`config.mk`:
```
export PLATFORM = sky130hd
export DESIGN_NAME = rom_stream_reader_flat
export DESIGN_NICKNAME = d
export VERILOG_FILES = /design/src/rtl/rom_stream_reader_if.sv /design/src/rtl/rom_stream_reader.sv /design/src/flat_wrapper.sv
export SDC_FILE = /design/constraint.sdc
export NUM_CORES = 1
export LEC_CHECK = 0
export BUFFER_PORTS_ARGS = -buffer_cell sky130_fd_sc_hd__clkbuf_2
export CAP_MARGIN = 20
export CORE_MARGIN = 3
export CORE_UTILIZATION = 35
export DETAILED_ROUTE_END_ITERATION = 10
export SYNTH_ARGS = -nofsm -noshare
export SYNTH_HDL_FRONTEND = slang
export SYNTH_SLANG_ARGS = --single-unit
```
`constraint.sdc`:
```
create_clock -name clk -period 3.9 [get_ports clk]
set_input_delay 0.585 -clock clk [delete_from_list [all_inputs] [get_ports clk]]
set_output_delay 0.585 -clock clk [all_outputs]
set_load 0.05 [all_outputs]
```
`src/rtl/rom_stream_reader_if.sv`:
```
// ============================================================================
// Module  : rom_stream_reader_if
// Brief   : ROM read port plus valid/ready output stream of rom_stream_reader.
// Revision: 1.0 - initial release
// ============================================================================
`default_nettype none

interface rom_stream_reader_if #(
    parameter int AW = 4,
    parameter int DW = 4
);
    logic          rom_en;
    logic [AW-1:0] rom_addr;
    logic [DW-1:0] rom_data;
    logic [DW-1:0] out_data;
    logic          out_valid;
    logic          out_ready;

    // master: the reader (drives ROM request and stream); slave: ROM + consumer
    modport master (
        output rom_en, rom_addr, out_data, out_valid,
        input  rom_data, out_ready
    );
    modport slave (
        input  rom_en, rom_addr, out_data, out_valid,
        output rom_data, out_ready
    );
endinterface

`default_nettype wire

```
`src/rtl/rom_stream_reader.sv`:
```
// ============================================================================
// Module  : rom_stream_reader
// Brief   : Plays a ROM address window out as a valid/ready stream through a
//           2-entry buffer. Optional running checksum: ROM_STREAM_CSUM_EN.
// Revision: 1.0 - initial release
// ============================================================================
`default_nettype none

module rom_stream_reader #(
    parameter int AW = 4,
    parameter int DW = 4
) (
    input  wire                clk,
    input  wire                rst_n,
    input  wire                start,
    input  wire                abort,
    input  wire [AW-1:0]       start_addr,
    input  wire [AW:0]         len,
    output logic               busy,
    output logic               done,
`ifdef ROM_STREAM_CSUM_EN
    output logic [DW-1:0]      csum,
`endif
    rom_stream_reader_if.master bus
);

    typedef enum logic [1:0] {
        S_IDLE = 2'd0,
        S_RUN  = 2'd1,
        S_DONE = 2'd2
    } state_t;

    state_t        state_q, state_d;
    logic          rom_en_q, rom_en_d;
    logic [AW-1:0] rom_addr_q, rom_addr_d;
    logic          pend_q, pend_d;
    logic [DW-1:0] head_q, head_d;
    logic          head_v_q, head_v_d;
    logic [DW-1:0] skid_q, skid_d;
    logic          skid_v_q, skid_v_d;
    logic [AW:0]   len_q, len_d;
    logic [AW:0]   issued_q, issued_d;
    logic [AW:0]   popped_q, popped_d;
    logic [DW-1:0] csum_q, csum_d;

    logic          w_pop;
    logic [1:0]    w_occ;

    // The output register is the buffer head; skid_q is the second entry.
    assign w_pop = head_v_q & bus.out_ready;

    always_comb begin
        state_d    = state_q;
        rom_en_d   = 1'b0;
        rom_addr_d = rom_addr_q;
        pend_d     = rom_en_q;
        head_d     = head_q;
        head_v_d   = head_v_q;
        skid_d     = skid_q;
        skid_v_d   = skid_v_q;
        len_d      = len_q;
        issued_d   = issued_q;
        popped_d   = popped_q;
        csum_d     = csum_q;
        w_occ      = 2'd0;

        case (state_q)
            S_IDLE: begin
                if (start) begin
                    len_d    = len;
                    popped_d = '0;
                    csum_d   = '0;
                    if (len == '0) begin
                        issued_d = '0;
                        state_d  = S_DONE;
                    end else begin
                        issued_d   = {{AW{1'b0}}, 1'b1};
                        rom_en_d   = 1'b1;
                        rom_addr_d = start_addr;
                        state_d    = S_RUN;
                    end
                end
            end

            S_RUN: begin
                if (abort) begin
                    head_v_d = 1'b0;
                    skid_v_d = 1'b0;
                    pend_d   = 1'b0;
                    csum_d   = '0;
                    state_d  = S_IDLE;
                end else begin
                    if (w_pop) begin
                        head_v_d = skid_v_q;
                        head_d   = skid_v_q ? skid_q : head_q;
                        skid_v_d = 1'b0;
                        popped_d = popped_q + {{AW{1'b0}}, 1'b1};
                        csum_d   = csum_q + head_q;
                    end
                    if (pend_q) begin
                        if (!head_v_d) begin
                            head_v_d = 1'b1;
                            head_d   = bus.rom_data;
                        end else begin
                            skid_v_d = 1'b1;
                            skid_d   = bus.rom_data;
                        end
                    end
                    // Request still in flight counts against buffer space.
                    w_occ = {1'b0, head_v_d} + {1'b0, skid_v_d} + {1'b0, rom_en_q};
                    if ((issued_q < len_q) && (w_occ < 2'd2)) begin
                        rom_en_d   = 1'b1;
                        rom_addr_d = rom_addr_q + {{(AW-1){1'b0}}, 1'b1};
                        issued_d   = issued_q + {{AW{1'b0}}, 1'b1};
                    end
                    if (popped_d == len_q) begin
                        state_d = S_DONE;
                    end
                end
            end

            S_DONE: begin
                state_d = S_IDLE;
            end

            default: begin
                state_d = S_IDLE;
            end
        endcase
    end

    always_ff @(posedge clk) begin
        if (!rst_n) begin
            state_q    <= S_IDLE;
            rom_en_q   <= 1'b0;
            rom_addr_q <= '0;
            pend_q     <= 1'b0;
            head_q     <= '0;
            head_v_q   <= 1'b0;
            skid_q     <= '0;
            skid_v_q   <= 1'b0;
            len_q      <= '0;
            issued_q   <= '0;
            popped_q   <= '0;
            csum_q     <= '0;
        end else begin
            state_q    <= state_d;
            rom_en_q   <= rom_en_d;
            rom_addr_q <= rom_addr_d;
            pend_q     <= pend_d;
            head_q     <= head_d;
            head_v_q   <= head_v_d;
            skid_q     <= skid_d;
            skid_v_q   <= skid_v_d;
            len_q      <= len_d;
            issued_q   <= issued_d;
            popped_q   <= popped_d;
            csum_q     <= csum_d;
        end
    end

    assign bus.rom_en    = rom_en_q;
    assign bus.rom_addr  = rom_addr_q;
    assign bus.out_data  = head_q;
    assign bus.out_valid = head_v_q;
    assign busy          = (state_q == S_RUN);
    assign done          = (state_q == S_DONE);

`ifdef ROM_STREAM_CSUM_EN
    assign csum = csum_q;
`else
    logic w_csum_unused;
    assign w_csum_unused = ^csum_q;
`endif

endmodule

`default_nettype wire

```
`src/flat_wrapper.sv`:
```
// flat-port wrapper written by rule: the top's interface ports become plain ports
module rom_stream_reader_flat 
#(
    parameter int AW = 4,
    parameter int DW = 4
)
  (clk, rst_n, start, abort, start_addr, len, busy, done, bus_rom_en, bus_rom_addr, bus_out_data, bus_out_valid, bus_rom_data, bus_out_ready);
  rom_stream_reader_if #(.AW(AW), .DW(DW)) bus_i ();
  input  wire clk;
  input  wire rst_n;
  input  wire start;
  input  wire abort;
  input  wire [AW-1:0] start_addr;
  input  wire [AW:0] len;
  output logic busy;
  output logic done;
  output wire logic [$bits(bus_i.rom_en)-1:0] bus_rom_en;
  output wire logic [$bits(bus_i.rom_addr)-1:0] bus_rom_addr;
  output wire logic [$bits(bus_i.out_data)-1:0] bus_out_data;
  output wire logic [$bits(bus_i.out_valid)-1:0] bus_out_valid;
  input wire logic [$bits(bus_i.rom_data)-1:0] bus_rom_data;
  input wire logic [$bits(bus_i.out_ready)-1:0] bus_out_ready;
  assign bus_rom_en = bus_i.rom_en;
  assign bus_rom_addr = bus_i.rom_addr;
  assign bus_out_data = bus_i.out_data;
  assign bus_out_valid = bus_i.out_valid;
  assign bus_i.rom_data = bus_rom_data;
  assign bus_i.out_ready = bus_out_ready;
  rom_stream_reader #(.AW(AW), .DW(DW)) u_core (.clk(clk), .rst_n(rst_n), .start(start), .abort(abort), .start_addr(start_addr), .len(len), .busy(busy), .done(done), .bus(bus_i));
endmodule
```
==> results.sh, run 1 <==
export IMPL_fin_skew_ps=9.557
export IMPL_grt_use_total_pct=14.37
export IMPL_cts_buffer_depth=2
export IMPL_n_antenna_cell=0
export IMPL_maxCapViolCount=0
export IMPL_overflow=0
export IMPL_clk_pin_slew_ps=70
export IMPL_viasPerCell=5.102
export IMPL_cts_repair_resized=0
export IMPL_synth_top_cell_area_share_pct=35.72
export IMPL_io_buffers=29
export IMPL_p_leak_nw=0.8305
export IMPL_routed_via_count=1607
export IMPL_synth_seq_cells=33
export IMPL_cp_required_ps=4120
export IMPL_cp_arrival_ps=2500
export IMPL_dieArea_um2=6192
export IMPL_cts_buffers=5
export IMPL_grt_pass1_vias=1478
export IMPL_final_max_slew_violation_count=0
export IMPL_run_status="finished clean"
export IMPL_ioPinCount=30
export IMPL_synth_area_um2=1849
export IMPL_rsz0062_at_grt="no"
export IMPL_drt_wl_total_um=4122
export IMPL_synth_area_per_cell_um2=8.406
export IMPL_vdd_drop_max_v=0.0002277
export IMPL_path_class="reg2reg"
export IMPL_syn_nets=246
export IMPL_coreArea_um2=4911
export IMPL_yosysWarningCount=0
export IMPL_grt_pass1_wl_um=6989
export IMPL_htree_levels=2
export IMPL_synth_async_sr_flop_share_pct=0
export IMPL_std_cell_rows=25
export IMPL_maxSlewHeadroom_pct=51.57
export IMPL_synth_area_leaders="dfxtp_1 36%, nand2_1 6.9%, ha_1 5.4%, nor2_1 4.3%, mux2i_1 3.8%"
export IMPL_finalHoldViolCount=0
export IMPL_nets=273
export IMPL_fin_tns_setup_ps=0
export IMPL_synth_cell_type_count=48
export IMPL_met3WireLength_um=234
export IMPL_post_cts_buffers=0
export IMPL_place_area_um2=2023
export IMPL_power_density_nw_per_um2=355.3
export IMPL_floorplan_initialDensity_pct=37.66
export IMPL_avgRoutedWirePerCell_um=13.09
export IMPL_cp_end_kind="flip-flop"
export IMPL_ant_nets=0
export IMPL_fmax_ghz=0.4375
export IMPL_setup_viol=0
export IMPL_cp_max_fo=10
export IMPL_postLayoutCellArea_um2=2106
export IMPL_cts_root_buf="clkbuf_8"
export IMPL_clk_latency_ps=290
export IMPL_cts_tree="yes"
export IMPL_post_route_min_period_ps=2285
export IMPL_synth_top_flop_cell="dfxtp_1"
export IMPL_hold_buffers=0
export IMPL_drive_gt1_share_pct=18.95
export IMPL_top_layer="met4"
export IMPL_dr_pass1_iters=4
export IMPL_gp_congestion=0.7712
export IMPL_dp_hpwl_um=3072
export IMPL_die_h_um=78.69
export IMPL_drc=0
export IMPL_antenna_found_initial=0
export IMPL_hold_path_class="reg2reg"
export IMPL_area_delta_synth_final_pct=13.87
export IMPL_period_share_pct=58.60
export IMPL_worst_pin_slew_ps=723.8
export IMPL_synth_edf_count=0
export IMPL_wl_met2_um=1774
export IMPL_ys_seq_area_share_pct=35.72
export IMPL_grt_max_degree=22
export IMPL_dieWidth_um=78.69
export IMPL_syn_inst=220
export IMPL_cts_sinks=33
export IMPL_yosysTopAreaCell="dfxtp_1"
export IMPL_first_iter_violations=107
export IMPL_start_kind="flip-flop"
export IMPL_wl_met1_um=2050
==> flip-flops by register name (all words and copies together) (netlist names) <==
name / count
u_core.bus.rom_en: 1
u_core.pend_q: 1
u_core.bus.out_data: 4
u_core.skid_v_q: 1
u_core.state_q: 2
u_core.skid_q: 4
u_core.bus.out_valid: 1
u_core.issued_q: 5
u_core.popped_q: 5
u_core.bus.rom_addr: 4
u_core.len_q: 5
==> per-stage QoR <==
stage          std cells  util, %  hold slack (ps)  setup WS [ps]  total power, mW
2_1_floorplan        220        -            456.3           1607           0.4685
4_1_cts              315    42.88            486.1           1616           0.7527
5_1_grt              315    42.88            507.6           1452           0.7832
6_report             315    42.88            483.1           1615           0.7482
3_3_place_gp         307    41.20            464.9           1450           0.5023
3_5_place_dp         307    41.20            472.4           1391           0.5041
==> cell type report <==
| type | instances | area [um^2] |
|---|---|---|
| Inverter | 8 | 32.53 |
| Fill cell | 516 | 2805 |
| Sequential cell | 33 | 660.6 |
| Tap cell | 67 | 83.83 |
| Timing Repair Buffer | 29 | 145.1 |
| Clock inverter | 2 | 10.01 |
| Multi-Input combinational cell | 170 | 1101 |
| Clock buffer | 6 | 72.57 |
==> worst max-delay path: stages (launching register included) <==
cell,delay (ps)
dfxtp_1,490
nand2b_1,170
nand2_1,80
nand2b_1,130
ha_1,260
a221oi_4,400
o211ai_4,170
or3_1,370
a21oi_1,140
==> per-layer routing <==
metal	vias to the layer above	track usage [%]
li1	835	-
met1	730	20.14
met2	35	20.46
met3	7	3.855
met4	0	6.469
met5	-	0
==> power breakdown <==
| group | internal (mW) | switching (mW) | total [mW] | leakage (nW) |
|---|---|---|---|---|
| clock | 0.124 | 0.129 | 0.253 | 0.0450 |
| combinational | 0.0452 | 0.0872 | 0.132 | 0.517 |
| sequential | 0.349 | 0.0141 | 0.363 | 0.268 |
| total | 0.518 | 0.230 | 0.748 | 0.831 |
==> cell usage in the layout (no fill, tap or decap), types with 2 or more instances in the layout <==
cell / instances
nor3b_1: 2
nand2_1: 34
a32oi_1: 2
nand2b_1: 3
nor3_1: 4
o21ai_0: 7
a21oi_1: 12
nand3_1: 7
and2_1: 5
clkbuf_8: 5
mux2i_1: 7
nand4_1: 2
nor2b_1: 7
o31ai_1: 3
a22oi_1: 3
inv_1: 7
a31oi_1: 3
nor2_1: 21
o211ai_1: 2
nand2b_4: 2
xnor2_1: 4
ha_1: 8
a21boi_0: 5
o21ai_1: 2
dfxtp_1: 33
a311oi_1: 2
xor2_1: 4
clkbuf_2: 29
or3_1: 3
clkinv_2: 2
==> kinds of logic (layout without fill, tap and decap cells) <==
family	count (synthesis)	in the layout	share of synthesized area (%)
multiplexers	7	7	3.789
AND/OR/NAND/NOR	93	93	24.56
flip-flops	33	33	35.72
adder cells (fa/ha/maj)	8	8	5.413
AO/OA/AOI/OAI	54	54	21.99
XOR/XNOR	8	8	3.789
buffers and inverters	17	45	4.736
==> path summary, 6_finish.rpt <==
check,endpoint,slack [ps],startpoint,depth (start not counted)
max reg2reg,u_core.bus.rom_addr[0]$_SDFFE_PN0P_,1610,u_core.skid_v_q$_SDFFE_PN0P_,8
max,u_core.bus.rom_addr[0]$_SDFFE_PN0P_,1610,u_core.skid_v_q$_SDFFE_PN0P_,8
min,u_core.bus.out_data[0]$_SDFFE_PN0P_,480,u_core.skid_q[0]$_SDFFE_PN0P_,2
min reg2reg,u_core.bus.out_data[0]$_SDFFE_PN0P_,480,u_core.skid_q[0]$_SDFFE_PN0P_,2
==> cells in the mapped netlist, types with 2 or more instances <==
cell type,count
a32oi_1,2
o31ai_1,3
nand2_1,34
nor3b_1,2
inv_1,7
ha_1,8
dfxtp_1,33
buf_6,2
a31oi_1,3
and2_1,5
nor2_1,21
o21ai_0,7
nand2b_4,2
nand3_1,7
mux2i_1,7
o211ai_1,2
or3_1,3
xnor2_1,4
a22oi_1,3
clkbuf_1,5
a21oi_1,12
nor2b_1,7
a311oi_1,2
nand4_1,2
nand2b_1,3
nor3_1,4
xor2_1,4
a21boi_0,5
o21ai_1,2
Note: power is estimated with default switching activity, not from simulation.
==> run 2, diff against run 1 <==
--- a/config.mk
+++ b/config.mk
@@ -5,6 +5,7 @@
 export SDC_FILE = /design/constraint.sdc
 export NUM_CORES = 1
 export LEC_CHECK = 0
+export ABC_AREA = 1
 export BUFFER_PORTS_ARGS = -buffer_cell sky130_fd_sc_hd__clkbuf_2
 export CAP_MARGIN = 20
 export CORE_MARGIN = 3
==> constraint.sdc (replaced) <==
create_clock -name clk -period 1.9 [get_ports clk]
set_input_delay 0.285 -clock clk [delete_from_list [all_inputs] [get_ports clk]]
set_output_delay 0.285 -clock clk [all_outputs]
set_load 0.05 [all_outputs]
==> results.sh, run 2 <==
export IMPL_cp_max_fo=15
export IMPL_drt_wl_total_um=4366
export IMPL_final_common_cell="nand2_1"
export IMPL_run_status="finished clean"
export IMPL_area_delta_synth_final_pct=19.17
export IMPL_fin_tns_setup_ps=0
export IMPL_dieArea_um2=6145
export IMPL_utilization_pct=44.79
export IMPL_coreArea_um2=4880
export IMPL_p_leak_nw=1.008
export IMPL_gp_congestion=0.7805
export IMPL_cts_buffer_depth=2
export IMPL_layout_setup_ws_ps=187.7
export IMPL_post_route_min_period_ps=1712
export IMPL_clk_latency_ps=290
export IMPL_finalPower_mw=1.628
export IMPL_vdd_drop_max_v=0.0003805
export IMPL_cts_tree="yes"
export IMPL_power_density_nw_per_um2=744.8
export IMPL_synth_top_cell_area_share_pct=36.02
export IMPL_power_switching_mw=0.4882
export IMPL_synth_top_flop_cell="dfxtp_1"
export IMPL_rsz0062_at_grt="no"
export IMPL_dp_hpwl_um=3315
export IMPL_combPwrFrac_pct=18.1
export IMPL_synth_async_sr_flop_share_pct=0
export IMPL_htree_levels=2
export IMPL_synth_cell_type_count=29
export IMPL_synth_area_leaders="dfxtp_1 36%, nand2_1 15%, nand3_1 7.6%, nor2_1 7.2%, a21oi_1 6.5%"
export IMPL_drive_gt1_share_pct=16.88
export IMPL_nets=339
export IMPL_yosysWarningCount=0
export IMPL_grt_use_total_pct=15.57
export IMPL_cts_buffers=5
export IMPL_hold_buffers=0
export IMPL_cp_end_kind="output port"
export IMPL_maxCapViolCount=0
export IMPL_hold_path_class="in2reg"
export IMPL_overflow=0
export IMPL_layout_common_cells="72 x nand2_1, 35 x nor2_1, 33 x dfxtp_1, 29 x clkbuf_2, 28 x nand3_1"
export IMPL_grt_pass1_vias=1636
export IMPL_cp_required_ps=1620
export IMPL_hold_path_depth=3
export IMPL_floorplan_initialDensity_pct=37.59
export IMPL_maxSlewHeadroom_pct=77.10
export IMPL_synth_edf_count=0
export IMPL_ant_nets=0
export IMPL_synth_most_common_cell="nand2_1"
export IMPL_clkPwrFrac_pct=36.1
export IMPL_std_cell_rows=25
export IMPL_synthTopCellsByCount="73 x nand2_1, 35 x nor2_1, 33 x dfxtp_1"
export IMPL_p_seq_share_pct=45.9
export IMPL_path_class="reg2out"
export IMPL_setup_viol=0
export IMPL_final_max_slew_violation_count=0
export IMPL_die_h_um=78.39
export IMPL_grt_max_degree=18
export IMPL_rrSetupSlack_ps=240
export IMPL_dieWidth_um=78.39
export IMPL_cts_root_buf="clkbuf_8"
export IMPL_drc=0
export IMPL_routed_via_count=1791
export IMPL_io_buffers=29
export IMPL_min_from="bus_rom_data[3]"
export IMPL_ys_seq_area_share_pct=36.02
export IMPL_synth_area_per_cell_um2=6.646
export IMPL_reg2regPathDepth=13
export IMPL_cts_sinks=33
export IMPL_cp_arrival_ps=1430
export IMPL_fmax_ghz=0.5840
export IMPL_hold_end="u_core.skid_q[3]$_SDFFE_PN0P_"
export IMPL_top_regs="u_core.issued_q x5, u_core.len_q x5, u_core.popped_q x5"
export IMPL_ioPinCount=30
export IMPL_syn_inst=276
export IMPL_dr_pass1_iters=4
export IMPL_rr_startpoint="u_core.skid_v_q$_SDFFE_PN0P_"
export IMPL_worst_pin_slew_ps=343.6
export IMPL_switching_share_pct=29.99
export IMPL_first_iter_violations=110
export IMPL_synth_area_um2=1834
export IMPL_yosysTopAreaCell="dfxtp_1"
export IMPL_finalHoldViolCount=0
export IMPL_r2r_end="u_core.issued_q[1]$_SDFFE_PN0P_"
export IMPL_fin_skew_ps=6.807
export IMPL_start_kind="flip-flop"
export IMPL_n_antenna_cell=0
export IMPL_dp_slack_ps=84.53
export IMPL_n_fill_cell=555
export IMPL_synth_seq_cells=33
export IMPL_antenna_found_initial=0
export IMPL_period_share_pct=90.12
export IMPL_clk_pin_slew_ps=70
export IMPL_p_int_mw=1.140
export IMPL_syn_nets=302
export IMPL_avgRoutedWirePerCell_um=11.46
export IMPL_viasPerCell=4.701
export IMPL_grt_pass1_wl_um=7610
==> run 2: cell count changes after synthesis, sizes merged, moves of 4 or more <==
cell / previous run / this run
and2: 6 / 0
nor2: 21 / 37
mux2i: 7 / 0
nand3: 7 / 28
a21boi: 5 / 0
nor2b: 7 / 0
inv: 8 / 28
nand2b: 5 / 1
o21ai: 10 / 16
nand3b: 0 / 4
nand2: 35 / 77
a21oi: 13 / 25
==> run 2: critical path, cell delays in order (launching register included) <==
cell and delay, ps:
dfxtp_1 310, inv_1 80, nand2_2 80, buf_4 200
inv_1 160, clkbuf_2 310
==> run 2: stage by stage <==
| step | cells | hold slack, ps | cell area [um^2] |
|---|---|---|---|
| floorplan | 276 | 419.9 | 1834 |
| global placement | 372 | 447.9 | 2074 |
| detailed placement | 372 | 448.6 | 2074 |
| CTS | 380 | 233.2 | 2176 |
| global route | 381 | 258.4 | 2186 |
| finish | 381 | 246.1 | 2186 |
==> run 2: logic make-up after synthesis <==
group / after synthesis / synth area share, %
and+or+nand+nor: 149 / 34.65
adders and majority gates: 8 / 5.457
buffers and inverters: 36 / 7.981
AOI/OAI and AO/OA: 47 / 14.46
DFF: 33 / 36.02
xor gates and xnor gates: 3 / 1.433
==> run 2: per-layer routing <==
| metal | vias up | global-route usage, % | share of wire, % |
|---|---|---|---|
| met5 | - | 0 | 0 |
| met4 | 0 | 7.168 | 2.0 |
| met3 | 9 | 3.555 | 4.9 |
| met2 | 49 | 22.35 | 40 |
| met1 | 762 | 21.96 | 53 |
| li1 | 971 | - | - |
==> run 2: power groups by stage <==
stage               combinational [mW]  clock (mW)  sequential, mW
CTS                              0.295       0.608           0.747
finish                           0.294       0.587           0.747
global route                     0.335       0.632           0.752
detailed placement               0.293           0           0.762
global placement                 0.292           0           0.762
floorplan                        0.165           0           0.802
==> run 2: cell type report <==
class	count	area, um^2	share of cell area, %
clock inverters	1	5.005	0.2290
flip-flops and latches	33	660.6	30.22
clock buffers	7	96.34	4.408
inverters	30	112.6	5.152
repair buffers	36	197.7	9.044
multi-input cells	207	1030	47.11
well taps	67	83.83	3.835
==> run 2: what timing repair did <==
action | CTS | global route
buffers inserted | 0 | 1
gates resized for setup | 0 | 1
endpoints found under the setup margin | 0 | 7
==> run 2: worst max-delay path by stage <==
stage,startpoint,endpoint,slack (ps),depth (start not counted)
after global placement,bus_out_ready,u_core.bus.rom_addr[2]$_SDFFE_PN0P_,160,13
after detailed placement,bus_out_ready,u_core.bus.rom_addr[3]$_SDFFE_PN0P_,80,13
after CTS,u_core.skid_v_q$_SDFFE_PN0P_,u_core.bus.rom_addr[0]$_SDFFE_PN0P_,140,13
after global routing,u_core.skid_v_q$_SDFFE_PN0P_,u_core.issued_q[1]$_SDFFE_PN0P_,7,13
after floorplan,u_core.bus.out_valid$_SDFFE_PN0P_,u_core.bus.rom_addr[0]$_SDFFE_PN0P_,30,12
final,u_core.state_q[1]$_SDFFE_PN0P_,busy,190,5
